**src/rtl/zxuno_uart_fifo_if.sv**
```systemverilog
// ZX-Uno register-bus port bundle for the UART FIFO: address, strobes,
// write data and the read-data return path.
interface zxuno_uart_fifo_if;
  logic [7:0] zxuno_addr;
  logic       zxuno_regrd;
  logic       zxuno_regwr;
  logic [7:0] din;
  logic [7:0] dout;
  logic       oe_n;

  modport master (output zxuno_addr, zxuno_regrd, zxuno_regwr, din,
                  input  dout, oe_n);
  modport slave  (input  zxuno_addr, zxuno_regrd, zxuno_regwr, din,
                  output dout, oe_n);
endinterface

```
**src/rtl/zxuno_uart_fifo.sv**
```systemverilog
// UART byte buffering for the ZX-Uno register bus: RX/TX FIFOs, status register,
// TX drain FSM and RTS flow control. Optional FIFO flush: ZXUNO_UART_FIFO_FLUSH_EN.
//
// state  | meaning
// S_IDLE | TX FIFO empty or about to offer its head byte
// S_REQ  | tx_start asserted, waiting for the serializer to go busy
// S_WAIT | byte taken, waiting for the serializer to finish
module zxuno_uart_fifo #(
  parameter logic [7:0] UARTDATA   = 8'hC6,
  parameter logic [7:0] UARTSTAT   = 8'hC7,
  parameter int         DEPTH_LOG2 = 4,
  parameter int         RTS_MARGIN = 2
) (
  input  logic                    clk_bus,
  input  logic                    rst_n,
  zxuno_uart_fifo_if.slave        bus,
  output logic [7:0]              tx_data,
  output logic                    tx_start,
  input  logic                    tx_busy,
  input  logic [7:0]              rx_data,
  input  logic                    rx_valid,
  output logic                    uart_rts
);
  localparam int DEPTH = 1 << DEPTH_LOG2;
  localparam int CW    = DEPTH_LOG2 + 1;

  typedef enum logic [1:0] {S_IDLE = 2'd0, S_REQ = 2'd1, S_WAIT = 2'd2} tx_state_e;

  logic                  rdsel, stsel, wr_rise, wrdata_rise;
  logic                  rd_q, st_q, wr_q;
  logic                  rx_acc, rx_push, rx_pop, tx_push, tx_pop;
  logic                  rx_flush, tx_flush;
  logic                  rx_empty, rx_full, tx_empty, tx_full;
  logic [DEPTH_LOG2-1:0] rx_wp_q, rx_rp_q, tx_wp_q, tx_rp_q;
  logic [CW-1:0]         rx_cnt_q, rx_cnt_d, tx_cnt_q, tx_cnt_d;
  logic [7:0]            rx_mem_q [DEPTH];
  logic [7:0]            tx_mem_q [DEPTH];
  logic                  rx_ovf_q, rx_ovf_d, rts_q;
  logic                  held_q, held_d;
  tx_state_e             state_q, state_d;
  logic [7:0]            tx_data_q, tx_data_d;
  logic [5:0]            rx_lvl6;
  logic [4:0]            rx_level;

  assign rdsel       = (bus.zxuno_addr == UARTDATA) && bus.zxuno_regrd;
  assign stsel       = (bus.zxuno_addr == UARTSTAT) && bus.zxuno_regrd;
  assign wr_rise     = bus.zxuno_regwr && !wr_q;
  assign wrdata_rise = wr_rise && (bus.zxuno_addr == UARTDATA);

`ifdef ZXUNO_UART_FIFO_FLUSH_EN
  logic wrstat_rise;
  assign wrstat_rise = wr_rise && (bus.zxuno_addr == UARTSTAT);
  assign rx_flush    = wrstat_rise && bus.din[0];
  assign tx_flush    = wrstat_rise && bus.din[1];
`else
  assign rx_flush    = 1'b0;
  assign tx_flush    = 1'b0;
`endif

  assign rx_empty = (rx_cnt_q == '0);
  assign rx_full  = (rx_cnt_q == CW'(DEPTH));
  assign tx_empty = (tx_cnt_q == '0);
  assign tx_full  = (tx_cnt_q == CW'(DEPTH));

  // Pop after the read access ends so dout cannot change mid-access.
  assign rx_pop  = rd_q && !rdsel && !rx_empty && !rx_flush;
  assign rx_acc  = rx_valid && (!rx_full || rx_pop);
  assign rx_push = rx_acc && !rx_flush;
  assign tx_push = wrdata_rise && !tx_full && !tx_flush;

  assign rx_lvl6  = 6'(rx_cnt_q);
  assign rx_level = (rx_lvl6 > 6'd31) ? 5'd31 : rx_lvl6[4:0];

  always_comb begin
    bus.oe_n = !(rdsel || stsel);
    bus.dout = 8'hFF;
    if (rdsel)
      bus.dout = rx_empty ? 8'h00 : rx_mem_q[rx_rp_q];
    else if (stsel)
      bus.dout = {!rx_empty, tx_full, rx_ovf_q, rx_level};
  end

  always_comb begin
    rx_cnt_d = rx_cnt_q;
    if (rx_flush)
      rx_cnt_d = '0;
    else if (rx_push && !rx_pop)
      rx_cnt_d = rx_cnt_q + 1'b1;
    else if (!rx_push && rx_pop)
      rx_cnt_d = rx_cnt_q - 1'b1;

    tx_cnt_d = tx_cnt_q;
    if (tx_flush)
      tx_cnt_d = '0;
    else if (tx_push && !tx_pop)
      tx_cnt_d = tx_cnt_q + 1'b1;
    else if (!tx_push && tx_pop)
      tx_cnt_d = tx_cnt_q - 1'b1;

    // A new overflow wins over the clear that follows a status read.
    rx_ovf_d = rx_ovf_q;
    if (st_q && !stsel)
      rx_ovf_d = 1'b0;
    if (rx_flush)
      rx_ovf_d = 1'b0;
    else if (rx_valid && !rx_acc)
      rx_ovf_d = 1'b1;
  end

  // held_q marks that the in-flight byte still occupies the TX head, so a
  // flush in REQ/WAIT cannot make the later pop consume a newer byte.
  always_comb begin
    state_d   = state_q;
    tx_data_d = tx_data_q;
    held_d    = held_q;
    tx_start  = 1'b0;
    tx_pop    = 1'b0;
    case (state_q)
      S_IDLE: begin
        if (!tx_empty) begin
          tx_data_d = tx_mem_q[tx_rp_q];
          held_d    = 1'b1;
          state_d   = S_REQ;
        end
      end
      S_REQ: begin
        tx_start = 1'b1;
        if (tx_busy) begin
          tx_pop  = held_q && !tx_flush;
          held_d  = 1'b0;
          state_d = S_WAIT;
        end
      end
      S_WAIT: begin
        if (!tx_busy)
          state_d = S_IDLE;
      end
      default: state_d = S_IDLE;
    endcase
    if (tx_flush)
      held_d = 1'b0;
  end

  always_ff @(posedge clk_bus or negedge rst_n) begin
    if (!rst_n) begin
      rd_q      <= 1'b0;
      st_q      <= 1'b0;
      wr_q      <= 1'b0;
      rx_wp_q   <= '0;
      rx_rp_q   <= '0;
      tx_wp_q   <= '0;
      tx_rp_q   <= '0;
      rx_cnt_q  <= '0;
      tx_cnt_q  <= '0;
      rx_ovf_q  <= 1'b0;
      rts_q     <= 1'b0;
      held_q    <= 1'b0;
      state_q   <= S_IDLE;
      tx_data_q <= 8'h00;
    end else begin
      rd_q      <= rdsel;
      st_q      <= stsel;
      wr_q      <= bus.zxuno_regwr;
      rx_cnt_q  <= rx_cnt_d;
      tx_cnt_q  <= tx_cnt_d;
      rx_ovf_q  <= rx_ovf_d;
      rts_q     <= (int'(rx_cnt_q) + RTS_MARGIN) >= DEPTH;
      held_q    <= held_d;
      state_q   <= state_d;
      tx_data_q <= tx_data_d;
      if (rx_flush) begin
        rx_wp_q <= '0;
        rx_rp_q <= '0;
      end else begin
        if (rx_push) rx_wp_q <= rx_wp_q + 1'b1;
        if (rx_pop)  rx_rp_q <= rx_rp_q + 1'b1;
      end
      if (tx_flush) begin
        tx_wp_q <= '0;
        tx_rp_q <= '0;
      end else begin
        if (tx_push) tx_wp_q <= tx_wp_q + 1'b1;
        if (tx_pop)  tx_rp_q <= tx_rp_q + 1'b1;
      end
    end
  end

  always_ff @(posedge clk_bus) begin
    if (rx_push) rx_mem_q[rx_wp_q] <= rx_data;
    if (tx_push) tx_mem_q[tx_wp_q] <= bus.din;
  end

  assign tx_data  = tx_data_q;
  assign uart_rts = rts_q;
endmodule

```
**src/flat_wrapper.sv**
```systemverilog
// flat-port wrapper written by rule: the top's interface ports become plain ports
module zxuno_uart_fifo_flat 
#(
  parameter logic [7:0] UARTDATA   = 8'hC6,
  parameter logic [7:0] UARTSTAT   = 8'hC7,
  parameter int         DEPTH_LOG2 = 4,
  parameter int         RTS_MARGIN = 2
)
  (clk_bus, rst_n, tx_data, tx_start, tx_busy, rx_data, rx_valid, uart_rts, bus_zxuno_addr, bus_zxuno_regrd, bus_zxuno_regwr, bus_din, bus_dout, bus_oe_n);
  zxuno_uart_fifo_if bus_i ();
  input  logic clk_bus;
  input  logic rst_n;
  output logic [7:0] tx_data;
  output logic tx_start;
  input  logic tx_busy;
  input  logic [7:0] rx_data;
  input  logic rx_valid;
  output logic uart_rts;
  input wire logic [$bits(bus_i.zxuno_addr)-1:0] bus_zxuno_addr;
  input wire logic [$bits(bus_i.zxuno_regrd)-1:0] bus_zxuno_regrd;
  input wire logic [$bits(bus_i.zxuno_regwr)-1:0] bus_zxuno_regwr;
  input wire logic [$bits(bus_i.din)-1:0] bus_din;
  output wire logic [$bits(bus_i.dout)-1:0] bus_dout;
  output wire logic [$bits(bus_i.oe_n)-1:0] bus_oe_n;
  assign bus_i.zxuno_addr = bus_zxuno_addr;
  assign bus_i.zxuno_regrd = bus_zxuno_regrd;
  assign bus_i.zxuno_regwr = bus_zxuno_regwr;
  assign bus_i.din = bus_din;
  assign bus_dout = bus_i.dout;
  assign bus_oe_n = bus_i.oe_n;
  zxuno_uart_fifo #(.UARTDATA(UARTDATA), .UARTSTAT(UARTSTAT), .DEPTH_LOG2(DEPTH_LOG2), .RTS_MARGIN(RTS_MARGIN)) u_core (.clk_bus(clk_bus), .rst_n(rst_n), .bus(bus_i), .tx_data(tx_data), .tx_start(tx_start), .tx_busy(tx_busy), .rx_data(rx_data), .rx_valid(rx_valid), .uart_rts(uart_rts));
endmodule
```
**config.mk**
```make
export PLATFORM = sky130hd
export DESIGN_NAME = zxuno_uart_fifo_flat
export DESIGN_NICKNAME = d
export VERILOG_FILES = /design/src/rtl/zxuno_uart_fifo_if.sv /design/src/rtl/zxuno_uart_fifo.sv /design/src/flat_wrapper.sv
export SDC_FILE = /design/constraint.sdc
export NUM_CORES = 1
export LEC_CHECK = 0
export ABC_AREA = 1
export CAP_MARGIN = 20
export CELL_PAD_IN_SITES_DETAIL_PLACEMENT = 0
export CELL_PAD_IN_SITES_GLOBAL_PLACEMENT = 2
export CORE_ASPECT_RATIO = 0.6
export CORE_MARGIN = 2
export CORE_UTILIZATION = 40
export CTS_CLUSTER_SIZE = 24
export DETAILED_ROUTE_END_ITERATION = 8
export PLACE_DENSITY_LB_ADDON = 0.1
export SETUP_SLACK_MARGIN = 0.05
export SLEW_MARGIN = 15
export SYNTH_ARGS = -nofsm -noshare
export SYNTH_HDL_FRONTEND = slang
export SYNTH_SLANG_ARGS = --single-unit
```
**constraint.sdc**
```tcl
create_clock -name clk_bus -period 2.9 [get_ports clk_bus]
set_input_delay 0.29 -clock clk_bus [delete_from_list [all_inputs] [get_ports clk_bus]]
set_output_delay 0.29 -clock clk_bus [all_outputs]
set_load 0.005 [all_outputs]
```
# Word-level counts from Yosys, hierarchy flattened
# Memories as Yosys holds them, arrays and structs flattened. A register that Yosys moved wholly into a read port is not among the register bits.
# Cells that the tools add are included.
dict set report totals {
  ff_bits 34
  ram_bits 256
  output_inout_bits 19
  elab_cells 98
  memories 2
}
# name depth word_bits read_ports rd_clocked_by_memory_dff write_ports line_no
set mem_list {}
lappend mem_list {u_core.rx_mem_q 16 8 1 0 1 zxuno_uart_fifo.sv:36} ;# logic [7:0] rx_mem_q [DEPTH];
lappend mem_list {u_core.tx_mem_q 16 8 1 1 1 zxuno_uart_fifo.sv:37} ;# logic [7:0] tx_mem_q [DEPTH];
dict set report op_classes {
  n_addsub 9
  magnitude_cmp 2
  n_eq_ne 9
  mux 24
  n_bitwise 1
  n_reduce_logical 38
}
# operator count
set op_table {}
lappend op_table {{$ge 32x6->1 const B} 1}
lappend op_table {{$mux 5} 5}
lappend op_table {{$mux 8} 3}
lappend op_table {{$add 4x1->4 const B} 4}
lappend op_table {{$eq 8x8->1 const B} 2}
lappend op_table {{$logic_and 1x1->1} 14}
lappend op_table {{$logic_not 1->1} 12}
lappend op_table {{$mux 1} 11}
lappend op_table {{$add 5x1->5 const B} 2}
lappend op_table {{$eq 5x5->1 const B} 2}
lappend op_table {{$logic_not 5->1} 2}
lappend op_table {{$sub 5x1->5 const B} 2}
lappend op_table {{$reduce_bool 2->1} 4}
lappend op_table {{$add 5x2->6 const B} 1}
lappend op_table {{$mux 2} 3}
lappend op_table {{$ne 2x2->1 const B} 3}
lappend op_table {{$pmux 2 s3} 1}
lappend op_table {{$reduce_and 3->1} 2}
lappend op_table {{$gt 5x5->1 const B} 1}
lappend op_table {{$eq 2x1->1 const B} 1}
lappend op_table {{$eq 2x2->1 const B} 1}
lappend op_table {{$logic_not 2->1} 1}
lappend op_table {{$logic_or 1x1->1} 2}
lappend op_table {{$pmux 1 s2} 1}
lappend op_table {{2 further kinds} 2}

# Depth between registers and ports, before layout
dict set report logic_depth {
  ltp_word 11
  depth_mapped 18
  ltp_nobuf 17
}

# Least setup slack after synthesis
# OpenSTA, ideal clock, no wires.
dict set report synth_timing {
  path_type {register to register}
  start {register u_core.rx_cnt_q[0]}
  end {register u_core.rx_cnt_q[4]}
  setup_time_ns 0.083
  t_arrival_ns 2.284
  setup_slack_ns 0.534
  path_stages_with_launch 19
  n_path_buf 1
  period_less_slack_ns 2.366
  cell_sequence {dfrtp_1 -> nor2_2 -> nand4_1 -> nand2_1 -> inv_2 -> nand2_4 -> nand2_4 -> nand2_4 -> buf_4 -> inv_1 -> ha_1 -> inv_1 -> ha_1 -> a21oi_1 -> nor2_1 -> nor2_1 -> xor2_1 -> nand2_1 -> o21ai_0}
}
dict set report synth_via {
  elab_chain_len 8
  word_cells_on_any_way 16
  classes_between {add/sub: 2; eq/ne: 1; mux: 2; reduce/logical: 11}
}
# item line_no
set synth_rtl {}
lappend synth_rtl {{start: declaration} zxuno_uart_fifo.sv:35} ;# logic [CW-1:0] rx_cnt_q, rx_cnt_d, tx_cnt_q, tx_cnt_d;
lappend synth_rtl {{start signal: assignment} zxuno_uart_fifo.sv:164} ;# rx_cnt_q <= rx_cnt_d;
lappend synth_rtl {{$logic_not 5->1} zxuno_uart_fifo.sv:60} ;# assign rx_empty = (rx_cnt_q == '0);
lappend synth_rtl {{$logic_not 1->1} zxuno_uart_fifo.sv:66} ;# assign rx_pop = rd_q && !rdsel && !rx_empty && !rx_flush;
lappend synth_rtl {{$logic_and 1x1->1} zxuno_uart_fifo.sv:66}
lappend synth_rtl {{$logic_or 1x1->1 (*)} zxuno_uart_fifo.sv:67} ;# assign rx_acc = rx_valid && (!rx_full || rx_pop);
lappend synth_rtl {{$logic_and 1x1->1 (*)} zxuno_uart_fifo.sv:67}
lappend synth_rtl {{named net u_core.rx_acc} zxuno_uart_fifo.sv:31} ;# logic rx_acc, rx_push, rx_pop, tx_push, tx_pop;
lappend synth_rtl {{$logic_not 1->1} zxuno_uart_fifo.sv:89} ;# else if (!rx_push && rx_pop)
lappend synth_rtl {{$logic_and 1x1->1} zxuno_uart_fifo.sv:89}
lappend synth_rtl {{$reduce_bool 2->1 (no source line)} -}
# The timed path passes the listed nets; every way through them passes the cells marked *. The select of a mux whose other input is x is not followed.
# A chain may end at the register's enable or synchronous reset.

# Worst setup path after layout
dict set report layout_timing {
  start {register u_core.rx_rp_q[0]}
  end {output bus_dout[5]}
}
dict set report layout_via {
  elab_chain_len 3
}
# item line_no
set layout_rtl {}
lappend layout_rtl {{start: declaration} zxuno_uart_fifo.sv:34} ;# logic [DEPTH_LOG2-1:0] rx_wp_q, rx_rp_q, tx_wp_q, tx_rp_q;
lappend layout_rtl {{start signal: assignment} zxuno_uart_fifo.sv:176} ;# if (rx_pop) rx_rp_q <= rx_rp_q + 1'b1;
lappend layout_rtl {{$mem_v2 16x8} -}
lappend layout_rtl {{$mux 8} zxuno_uart_fifo.sv:78} ;# bus.dout = rx_empty ? 8'h00 : rx_mem_q[rx_rp_q];
lappend layout_rtl {{$mux 8} zxuno_uart_fifo.sv:77} ;# if (rdsel)
lappend layout_rtl {{end: declaration} flat_wrapper.sv:23} ;# output wire logic [$bits(bus_i.dout)-1:0] bus_dout;
# Every way passes these cells.

==> out/results.tsv <==
stage	metric	value	unit
global_route	grt_max_degree	68	
layout	syn_to_final_growth	17.1	%
layout	design_area	15300	um^2
synth	syn_area	13100	um^2
place	place_ws	0.130	ns
layout	multi_input_comb_area	3740	um^2
synth	synth.distinct_cells	33	
global_route	grt_pass1_wl	52700	um
global_route	first_global_vias	8100	
synth	syn_nets	1318	
route	antenna_left	0	
clocking	clk_path_buf_depth	3	
worst_setup_path	r2r_cells	17	
pwr	p_per_area	818	nW/um^2
route	firstDrtPassIters	5	
synth	synth_edf_count	256	
worst_setup_path	path_max_fanout	17	
floorplanning	dieArea	34300	um^2
worst_setup_path	cp.required	2.61	ns
worst_setup_path	worst_path_most_repeated_cell	nand2_1	
clocking	cts-htree-levels	1	
clocking	cts_num_sinks	298	
global_route	antenna_found_initial	0	
pwr	ir_drop	0.000421	V
worst_setup_path	cp-startpoint	u_core.rx_rp_q[0]$_DFFE_PN0P_	
floorplanning	initial_utilization	40.5	%
timing	fmax	348	MHz
synth	synthMuxAreaShare	0	%
clocking	cts.clk_slew.worst_paths	0.06	ns
timing	setup_violations	0	
timing	setup_ws	0.0296	ns
place	io_buffers	48	
pwr	cellLeakagePower	6.20	nW
synth	ys_seq_elements	298	
global_route	gr-total-overflow	0	
worst_setup_path	cpPeakStageDelay	0.50	ns
worst_hold_path	holdPathEnd	u_core.wr_q$_DFF_PN0_	
route	drc	0	
timing	worst_clock_skew	0.0151	ns
timing	maxSlewViolCount	0	
route	vias_per_cell	4.89	
worst_setup_path	worstReg2RegEnd	u_core.rx_cnt_q[4]$_DFFE_PN0P_	
worst_setup_path	ff2ff_setup_slack	0.42	ns
timing	slew_headroom	42.3	%
floorplanning	die_w	238	um
layout	n_antenna_cell	0	
worst_hold_path	hold_path_depth	1	
layout	ff_latch_area	8740	um^2
layout	fillers	3019	
clocking	cts_tree	yes	
timing	tightest_slew	0.863	ns
timing	layout_min_cycle_time	2.87	ns
synth	syn_inst	1268	
worst_setup_path	critical_path_buf_inv_count	3	
route	wl	35500	um
worst_setup_path	worstSetupPathType	flip-flop to output pin	
floorplanning	die_y	144	um
route	wl_per_cell	19.8	um
clocking	clk_latency	0.57	ns
route	first_iter_violations	847	
synth	synth_xor_area_share	1.14	%
synth	synthAdderAreaFrac	2.02	%
place	dp_cells	1730	
worst_setup_path	arrival	2.58	ns
global_route	grt_usage	21.0	%
synth	syn_area_per_cell	10.3	um^2
worst_setup_path	critPathCaptureType	output pin	
floorplanning	row_count	51	
layout	nets	1399	
synth	synth_simple_gate_area_share	22.3	%
floorplanning	io_pins	49	
job	maxCapViolCount	0	
run_status	status	finished, final reports clean	
timing	final_hold_viol_count	0	
timing	timing.final.crit_share	99.0	%
floorplanning	core	32400	um^2
route	vias	8788	
layout	drive_gt1_share	9.04	%
worst_hold_path	hold_class	primary input to flip-flop	
place	dpl_cell_area	14200	um^2
worst_setup_path	critical_path.top_delay_family	buffers and inverters	
clocking	root_buffer	clkbuf_16	
place	gp_congestion	0.806	
layout	fin_util	47.4	%
worst_setup_path	r2r_start	u_core.rx_cnt_q[1]$_DFFE_PN0P_	
synth	ys.warnings.count	0	
layout	final_cells	1796	
timing	rsz0062_at_grt	true	
synth	ys_seq_area_share	66.7	%
place	dp_hpwl	23100	um
worst_setup_path	cp_slowest_cell	dfrtp_2	
worst_setup_path	worst_setup_path_start_kind	flip-flop	
worst_setup_path	cp_cell_sequence	buf_4 -> buf_12 -> nand2_1 -> nand3_1 -> nand2_2 -> nand2_1 -> nand3_2 -> nand3_1 -> nand2_1 -> clkdlybuf4s50_1	
clocking	cts_buffers	30	
synth	synthArstFlopShare	14.1	%
timing	whs	0.209	ns
synth	synth_compound_area_share	2.79	%
worst_hold_path	hold_start	bus_zxuno_regwr	
synth	synth_flop_cell	edfxtp_1	
synth	synth_top_family_by_area	simple AND/OR/NAND/NOR gates	
-- cells by family after synthesis --
| family | after synthesis |
|---|---|
| adder cells (fa/ha/maj) | 20 |
| AO/OA/AOI/OAI | 69 |
| buffers and inverters | 149 |
| XOR/XNOR | 17 |
| flip-flops | 298 |
| AND/OR/NAND/NOR | 715 |
-- cells in the mapped netlist, types with 3 or more instances --
library cell  number  share of area [%]
nand2_1          472                 14
edfxtp_1         256                 59
nand3_1          118                4.5
nor2_1            97                2.8
inv_1             85                2.4
o21ai_0           50                1.9
dfrtp_1           42                8.0
buf_2             30                1.1
ha_1              18                1.7
xor2_1            15                1.0
nor3_1            12               0.46
buf_4             10               0.57
clkbuf_1           9               0.26
a21oi_1            5               0.19
clkinv_1           5               0.14
o21ai_1            5               0.19
buf_6              4               0.34
o211ai_1           4               0.23
inv_2              3              0.086
nand2_2            3               0.14
nand2_4            3               0.26
nand4_1            3               0.14
nor2_2             3               0.14
-- placed cells by master (no fill, tap or decap), types with 2 or more instances in the layout --
| cell | count |
|---|---|
| clkbuf_16 | 33 |
| a21oi_1 | 5 |
| xor2_1 | 15 |
| nor3_1 | 12 |
| nand3_2 | 8 |
| a31oi_1 | 2 |
| nand2_1 | 467 |
| clkbuf_1 | 13 |
| nor2_1 | 97 |
| dfrtp_2 | 3 |
| inv_1 | 85 |
| fa_1 | 2 |
| edfxtp_1 | 256 |
| ha_1 | 18 |
| clkinv_2 | 3 |
| nand3_1 | 112 |
| buf_12 | 5 |
| nor2_2 | 3 |
| nand2_2 | 8 |
| buf_4 | 42 |
| xnor2_1 | 2 |
| dfrtp_1 | 39 |
| buf_6 | 3 |
| inv_2 | 3 |
| o21ai_1 | 8 |
| clkinv_1 | 10 |
| nand2_4 | 3 |
| o21ai_0 | 47 |
| o211ai_1 | 4 |
| clkdlybuf4s50_1 | 42 |
| a21boi_0 | 2 |
| dlygate4sd2_1 | 4 |
| nand4_1 | 3 |
-- worst reg2reg max path, stage by stage, from the launching register on --
cell and delay (ns):
dfrtp_1 0.46, inv_1 0.11, nand4_1 0.14, nand2_1 0.07, inv_2 0.08, nand2_4 0.09
nand2_4 0.08, nand2_4 0.04, inv_1 0.07, ha_1 0.18, inv_1 0.10, fa_1 0.41
a21oi_1 0.14, nor2_1 0.05, nor2_1 0.11, xor2_1 0.15, nand2_1 0.06, o21ai_0 0.06
-- how the worst max path moves through the flow --
| stage | to | cells after the start | slack [ns] |
|---|---|---|---|
| finish | bus_dout[5] | 10 | 0.03 |
| global route | bus_dout[5] | 10 | -0.08 |
| CTS | bus_dout[0] | 11 | -0.01 |
| detailed placement | u_core.rx_cnt_q[4]$_DFFE_PN0P_ | 17 | 0.13 |
| global placement | u_core.rx_cnt_q[4]$_DFFE_PN0P_ | 17 | 0.15 |
| floorplan | u_core.rx_cnt_q[4]$_DFFE_PN0P_ | 18 | 0.53 |
-- routing by layer --
layer	share of wire [%]	vias to the layer above	track usage, %
met5	0	-	0
met4	1.3	0	3.54
met3	8.8	34	5.44
met2	35	247	24.7
met1	55	4150	36.5
li1	-	4357	-
-- metrics by stage --
stage,total power [W],setup TNS (ns)
6_report,0.0126,0
5_1_grt,0.0133,-0.233
4_1_cts,0.0126,-0.0228
3_5_place_dp,0.00881,0
3_3_place_gp,0.00883,0
2_1_floorplan,0.00753,0
-- power by group --
group          internal, W  switching, W  total, W  leakage (nW)
sequential         0.00504      0.000263   0.00530          2.79
combinational      0.00115       0.00235   0.00350          2.96
clock              0.00212       0.00163   0.00375         0.448
-- sequential cells by signal (all words and copies together) (netlist names) --
| register | cells |
|---|---|
| u_core.held_q | 1 |
| u_core.rd_q | 1 |
| u_core.rx_cnt_q | 5 |
| u_core.rx_mem_q | 128 |
| u_core.rx_ovf_q | 1 |
| u_core.rx_rp_q | 4 |
| u_core.rx_wp_q | 4 |
| u_core.st_q | 1 |
| u_core.state_q | 2 |
| u_core.tx_cnt_q | 5 |
| u_core.tx_data | 8 |
| u_core.tx_mem_q | 128 |
| u_core.tx_rp_q | 4 |
| u_core.tx_wp_q | 4 |
| u_core.uart_rts | 1 |
| u_core.wr_q | 1 |
-- cell type report --
type / count / share of cell area, %
Clock inverter: 9 / 0.408
Clock buffer: 46 / 5.63
Multi-Input combinational cell: 821 / 24.4
Timing Repair inverter: 1 / 0.0571
Tap cell: 424 / 3.46
Sequential cell: 298 / 57.0
Timing Repair Buffer: 103 / 6.73
Inverter: 94 / 2.36
-- timing repair --
action,4_1_cts,5_1_grt
setup buffers,3,3
resized for setup,24,7
setup endpoints to repair,8,4
hold endpoints to repair,25,0
pin swaps,5,3
gates cloned,4,1
hold buffers,1,0
(Power assumes the default switching activity.)
